**config.mk**
```make
export PLATFORM = sky130hd
export DESIGN_NAME = mv_stream_loader
export DESIGN_NICKNAME = d
export VERILOG_FILES = /design/src/rtl/mv_stream_loader.sv
export SDC_FILE = /design/constraint.sdc
export NUM_CORES = 1
export LEC_CHECK = 0
export ABC_CLOCK_PERIOD_IN_PS = 1800
export BUFFER_PORTS_ARGS = -buffer_cell sky130_fd_sc_hd__buf_2
export CORE_MARGIN = 4
export CORE_UTILIZATION = 46
export DETAILED_ROUTE_END_ITERATION = 10
export PLACE_DENSITY_LB_ADDON = 0.1
export SLEW_MARGIN = 25
export SYNTH_ARGS = -nofsm -noshare
export SYNTH_HDL_FRONTEND = slang
export SYNTH_SLANG_ARGS = --single-unit
```
**constraint.sdc**
```tcl
create_clock -name aclk -period 1.8 [get_ports aclk]
set_input_delay 0.36 -clock aclk [delete_from_list [all_inputs] [get_ports aclk]]
set_output_delay 0.36 -clock aclk [all_outputs]
set_load 0.02 [all_outputs]
```
**src/rtl/mv_stream_loader.sv**
```systemverilog
// Packs a 16-bit element stream into 32-bit BRAM words, then
// kicks the matrix-vector compute block and waits for it.
//
// Ports:
//   aclk, aresetn         clock, synchronous active-low reset
//   arm                   start a transaction (only seen when idle)
//   s_data/s_valid/s_last element stream in; s_ready back
//   BRAM_ADDR/WRDATA/WE   write port, all-zero when not writing
//   pe_start/pe_done      handshake with the compute block
//   busy/done_o/err       status; err is sticky framing error
module mv_stream_loader #(
    parameter int          VECTOR_SIZE = 64,
    parameter logic [31:0] ADDR_BASE   = 32'h0
) (
    input  logic        aclk,
    input  logic        aresetn,
    input  logic        arm,
    input  logic [15:0] s_data,
    input  logic        s_valid,
    input  logic        s_last,
    output logic        s_ready,
    output logic [31:0] BRAM_ADDR,
    output logic [31:0] BRAM_WRDATA,
    output logic [3:0]  BRAM_WE,
    output logic        pe_start,
    input  logic        pe_done,
    output logic        busy,
    output logic        done_o,
    output logic        err
);

    localparam int WORDS =
        (VECTOR_SIZE * VECTOR_SIZE + VECTOR_SIZE) / 2;
    localparam int IW = $clog2(WORDS + 1);
    localparam logic [IW-1:0] LAST_WORD = IW'(WORDS - 1);

    typedef enum logic [1:0] {
        S_IDLE,
        S_FILL,
        S_START,
        S_WAIT
    } state_t;

    state_t        state_q;
    state_t        state_d;
    logic [IW-1:0] word_idx;
    logic          half;
    logic [15:0]   hi;
    logic          err_q;
    logic          we_q;
    logic [31:0]   addr_q;
    logic [31:0]   data_q;

    logic arm_ok;
    logic beat;
    logic wr_beat;
    logic last_beat;

    always_ff @(posedge aclk) begin
        if (!aresetn) begin
            state_q <= S_IDLE;
        end else begin
            state_q <= state_d;
        end
    end

    always_comb begin
        state_d   = state_q;
        arm_ok    = 1'b0;
        beat      = 1'b0;
        wr_beat   = 1'b0;
        last_beat = 1'b0;
        unique case (state_q)
            S_IDLE: begin
                if (arm) begin
                    arm_ok  = 1'b1;
                    state_d = S_FILL;
                end
            end
            S_FILL: begin
                beat      = s_valid;
                wr_beat   = s_valid && half;
                last_beat = wr_beat && (word_idx == LAST_WORD);
                if (last_beat) begin
                    state_d = S_START;
                end
            end
            S_START: begin
                state_d = S_WAIT;
            end
            S_WAIT: begin
                if (pe_done) begin
                    state_d = S_IDLE;
                end
            end
            default: begin
                state_d = S_IDLE;
            end
        endcase

        // Outputs are masked by aresetn so that they read zero
        // while reset is held, which also squashes a write that
        // was registered just before reset arrived.
        s_ready     = aresetn && (state_q == S_FILL);
        pe_start    = aresetn && (state_q == S_START);
        busy        = aresetn && (state_q != S_IDLE);
        done_o      = aresetn && (state_q == S_WAIT) && pe_done;
        err         = aresetn && err_q;
        BRAM_WE     = {4{aresetn && we_q}};
        BRAM_ADDR   = (aresetn && we_q) ? addr_q : 32'h0;
        BRAM_WRDATA = (aresetn && we_q) ? data_q : 32'h0;
    end

    always_ff @(posedge aclk) begin
        if (!aresetn) begin
            word_idx <= '0;
            half     <= 1'b0;
            hi       <= 16'h0;
            err_q    <= 1'b0;
            we_q     <= 1'b0;
            addr_q   <= 32'h0;
            data_q   <= 32'h0;
        end else begin
            we_q   <= wr_beat;
            addr_q <= wr_beat
                ? ADDR_BASE + (32'(word_idx) << 2) : 32'h0;
            data_q <= wr_beat ? {hi, s_data} : 32'h0;
            if (arm_ok) begin
                word_idx <= '0;
                half     <= 1'b0;
                err_q    <= 1'b0;
            end
            if (beat) begin
                if (!half) begin
                    hi   <= s_data;
                    half <= 1'b1;
                end else begin
                    half     <= 1'b0;
                    word_idx <= word_idx + 1'b1;
                end
                // s_last must coincide exactly with the final
                // element; either mismatch is a framing error.
                if (s_last != last_beat) begin
                    err_q <= 1'b1;
                end
            end
        end
    end

endmodule

```
Word level (Yosys, flattened, before mapping):

Cells that the tools add are included.

* register bits: 97
* output and inout bits: 73
* input bits: 22

* reductions and logical operators: 15
* muxes and demuxes: 20
* eq/ne operators: 8
* add/subtract/negate cells: 1
* bitwise operators: 1

Operators with widths (count)
* $mux W32: 2
* $mux W12: 3
* $add A12 B1 Y12 const B: 1
* $eq A12 B12 Y1 const B: 1
* $mux W1: 11
* $logic_and A1 B1 Y1: 9
* $pmux W2 S4: 1
* $mux W2: 3
* $ne A2 B2 Y1 const B: 3
* $eq A2 B2 Y1 const B: 2
* $reduce_and A2 Y1: 2
* $reduce_bool A2 Y1: 2
* $reduce_and A3 Y1: 1
* $eq A2 B1 Y1 const B: 1
* $logic_not A2 Y1: 1
* $ne A1 B1 Y1: 1
* $not A1 Y1: 1

Depth between registers and ports, before layout:

* depth after elaboration: 6
* depth in mapped cells: 8
* gate-level depth less buffers: 6

Worst setup path after synthesis:

No wires, ideal clock.

* path type: reg2reg
* from: reg state_q[1]
* to: reg hi[12]
* cell stages (with the launch flop): 9
* setup slack: 0.108 ns
* clock period less this slack: 1.692 ns
* buffers on the path: 2
* setup time: 0.070 ns
* arrival time: 1.621 ns
* path through: dfxtp_1 inv_1 ha_1 nand2_1 or2_2 clkbuf_1 clkbuf_1 nand2_1 a21oi_1

* cells in the longest elaborated chain, start to end: 3

RTL lines
* from (decl): RTL line 44 `state_t state_q;`
* from (signal assigned): RTL line 63 `state_q <= state_d;`
* $eq A2 B1 Y1: RTL line 73 `unique case (state_q)`
* $mux W1: RTL line 73
* $reduce_and A2 Y1 (no source line)
* to (signal assigned): RTL line 135 `hi <= s_data;`
* to (decl): RTL line 48 `logic [15:0] hi;`

No other way between the ends.
A chain may end at the register's enable or synchronous reset.

Final worst setup path:

* from: reg state_q[1]
* to: out busy

* cells in the longest elaborated chain, start to end: 2

RTL lines
* $reduce_bool A2 Y1: RTL line 106 `busy = aresetn && (state_q != S_IDLE);`
* $logic_and A1 B1 Y1: RTL line 106
* to (decl): RTL line 27 `output logic busy,`

No other way between the ends.

==> results.py <==
metrics = {
    "setup_path": {
        "startpoint": "state_q[1]",
        "cpPeakStageDelay_ps": 370,
        "crit_fanout": 4,
        "rr_endpoint": "state_q[0]",
        "crit_arrival_ps": 1350,
        "timing.rr.start": "word_idx[11]",
        "cp_cell_sequence": "inv_1 > ha_1 > nor2_1 > buf_2",
        "cp_data_required_time_ps": 1440,
        "r2r_slack_ps": 90,
        "ff2ff_path_depth": 4,
        "crit_path_end_kind": "primary output",
        "worstSetupStartpointType": "flop",
        "path_delay_family": "flip-flops",
        "critPathBufInv": 2,
        "cp_slowest_cell": "dfxtp_1",
        "criticalPathCategory": "flop to primary output",
    },
    "clock_network": {
        "numCtsBuffers": 9,
        "path_clk_slew_ps": 80,
        "htree_levels": 3,
        "cts.sinks": 77,
        "clockBufferDepth": 2,
        "clk-insertion-delay-late_ps": 340,
        "tritoncts": "done",
        "cts-root-buf": "clkbuf_8",
    },
    "timing": {
        "slew_viol_final": 0,
        "setup_ws_ps": 86.2,
        "whs_ps": 257,
        "period_share": 0.952,
        "period_minus_slack_ps": 1710,
        "hold_viol": 0,
        "rsz0062_at_grt": "true",
        "setup_viol_count_final": 0,
        "skew_ps": 9.29,
        "max_freq_ghz": 0.584,
        "finalSetupTns_ps": 0,
    },
    "route": {
        "drt-total-wl_mm": 7.14,
        "drc": 0,
        "drt_iter0_drc": 99,
        "vias": 2642,
        "ant_nets": 0,
        "drt_pass1_iterations": 4,
        "viasPerCell": 4.90,
        "wl_per_cell_um": 13.2,
    },
    "hold_path": {
        "hold_depth": 2,
        "min_path_type": "input pin to flop",
        "hold_end": "data_q[11]",
        "worstHoldStart": "s_data[11]",
    },
    "cells_and_area": {
        "mostFrequentLayoutCells": "and3_1 (87), dfxtp_1 (76), buf_2 (74), nand2_1 (42), a21oi_1 (21)",
        "areaGrowthSynthToFinish_pct": 19.9,
        "insertedDiodeCount": 0,
        "layout_commonest_cell": "and3_1",
        "postLayoutCellArea_um2": 3860,
        "post_route_cells_drive_above_1_share": 0.260,
        "fin_util": 0.568,
        "final_nets": 466,
        "finalNonFillerCells": 539,
    },
    "global_routing": {
        "grt_pass1_wl_mm": 11.6,
        "grtUsageMet2": 0.266,
        "antenna_found_initial": 0,
        "globalRoute.busiestLayer": "met2",
        "grtUsageTotal": 0.169,
        "grt_util_met3": 0.0377,
        "grt_max_degree": 38,
        "grtUsageMet1": 0.225,
        "grt_overflow_total": 0,
        "grt_pass1_vias": 2383,
    },
    "outcome": {
        "status": "finished, final reports clean",
    },
    "die": {
        "core-area_um2": 6790,
        "num_rows": 30,
        "chipWidth_um": 91.7,
        "dieArea_um2": 8400,
        "start_util": 0.474,
        "io_pins": 95,
        "die_h_um": 91.7,
    },
    "flow_run": {
        "maxCapViolations": 0,
    },
    "synth": {
        "synthesis.area_um2": 3220,
        "ys.flop_type": "dfxtp_1",
        "yosysWarnings": 0,
        "synth.distinct_cells": 41,
        "postSynthCellCount": 366,
        "avgSynthCellArea_um2": 8.80,
        "async_flop_share": 0,
        "synth-seq-area-share": 0.479,
        "synth_edf_count": 0,
        "synth-seq-cells": 77,
    },
    "power": {
        "p_leak_nw": 2.00,
        "p_per_area_nw_per_um2": 965,
        "fin_total_pwr_mw": 3.73,
        "ir_drop_v": 0.000471,
    },
    "placement": {
        "hpwl_mm": 5.07,
        "placed_area_um2": 3670,
        "pre_cts_ws_ps": 113,
        "place.port_buffers": 74,
        "gp_congestion": 0.872,
        "dp_cells": 523,
    },
}
worst max-delay path by stage:
stage | cells past startpoint | to
after floorplan | 8 | hi[12]
after global placement | 4 | state_q[0]
after detailed placement | 4 | state_q[0]
after CTS | 4 | busy
after global routing | 5 | word_idx[8]
final | 4 | busy
synth_stat cells (2+ instances only):
| cell | number | area, µm² |
|---|---|---|
| a21oi_1 | 21 | 105 |
| and2_1 | 6 | 37.5 |
| and3_1 | 87 | 544 |
| buf_4 | 23 | 173 |
| clkbuf_1 | 25 | 93.8 |
| dfxtp_1 | 77 | 1540 |
| ha_1 | 6 | 75.1 |
| inv_1 | 7 | 26.3 |
| nand2_1 | 42 | 158 |
| nand3_1 | 10 | 50.1 |
| nand4_1 | 7 | 43.8 |
| nor2_1 | 14 | 52.6 |
| nor3_1 | 5 | 25.0 |
| nor4_1 | 2 | 12.5 |
| or4_1 | 2 | 15.0 |
| xnor2_1 | 5 | 43.8 |
| xor2_1 | 3 | 26.3 |
sequential cells by signal, indices dropped and copies added, names as in the netlist:
| signal | flops |
|---|---|
| data_q | 32 |
| hi | 16 |
| addr_q | 12 |
| word_idx | 12 |
| state_q | 2 |
| err_q | 1 |
| half | 1 |
| we_q | 1 |
power breakdown:
part | switching [mW] | leakage (nW) | total, mW | internal, mW
clock | 0.605 | 0.0857 | 1.18 | 0.575
combinational | 0.442 | 1.29 | 0.693 | 0.252
sequential | 0.0579 | 0.622 | 1.85 | 1.79
final cells by class:
| cell class | instances | area, µm² |
|---|---|---|
| flip-flops and latches | 77 | 1540 |
| inverters | 8 | 30.0 |
| multi-input cells | 251 | 1450 |
| fillers | 655 | 2930 |
| clock inverters | 3 | 20.0 |
| repair buffers | 91 | 536 |
| clock buffers | 13 | 159 |
| well taps | 96 | 120 |
layer usage:
layer,routed length [µm],vias to the layer above
li1,-,1360
met1,3400,1202
met2,3290,72
met3,366,8
met4,87,0
met5,0,-
worst register-to-register path: cells and delay by family (launching register included):
| kind | cells | cell delay, ps |
|---|---|---|
| AOI/OAI and AO/OA | 1 | 450 |
| DFF | 1 | 410 |
| and+or+nand+nor | 3 | 750 |
what timing repair did:
action / CTS / global route
gates resized for setup: 0 / 3
setup buffers: 0 / 0
hold buffers: 0 / 0
endpoints found under the setup margin: 0 / 6
cells by family after synthesis:
group	after synthesis	share of synthesized area
buf+inv	57	0.0944
flops	77	0.479
xor+xnor	8	0.0218
fa+ha+maj	6	0.0233
simple gates	186	0.321
other cells	1	0.00116
compound gates	31	0.0595
Power figures use the tool's default switching activity.
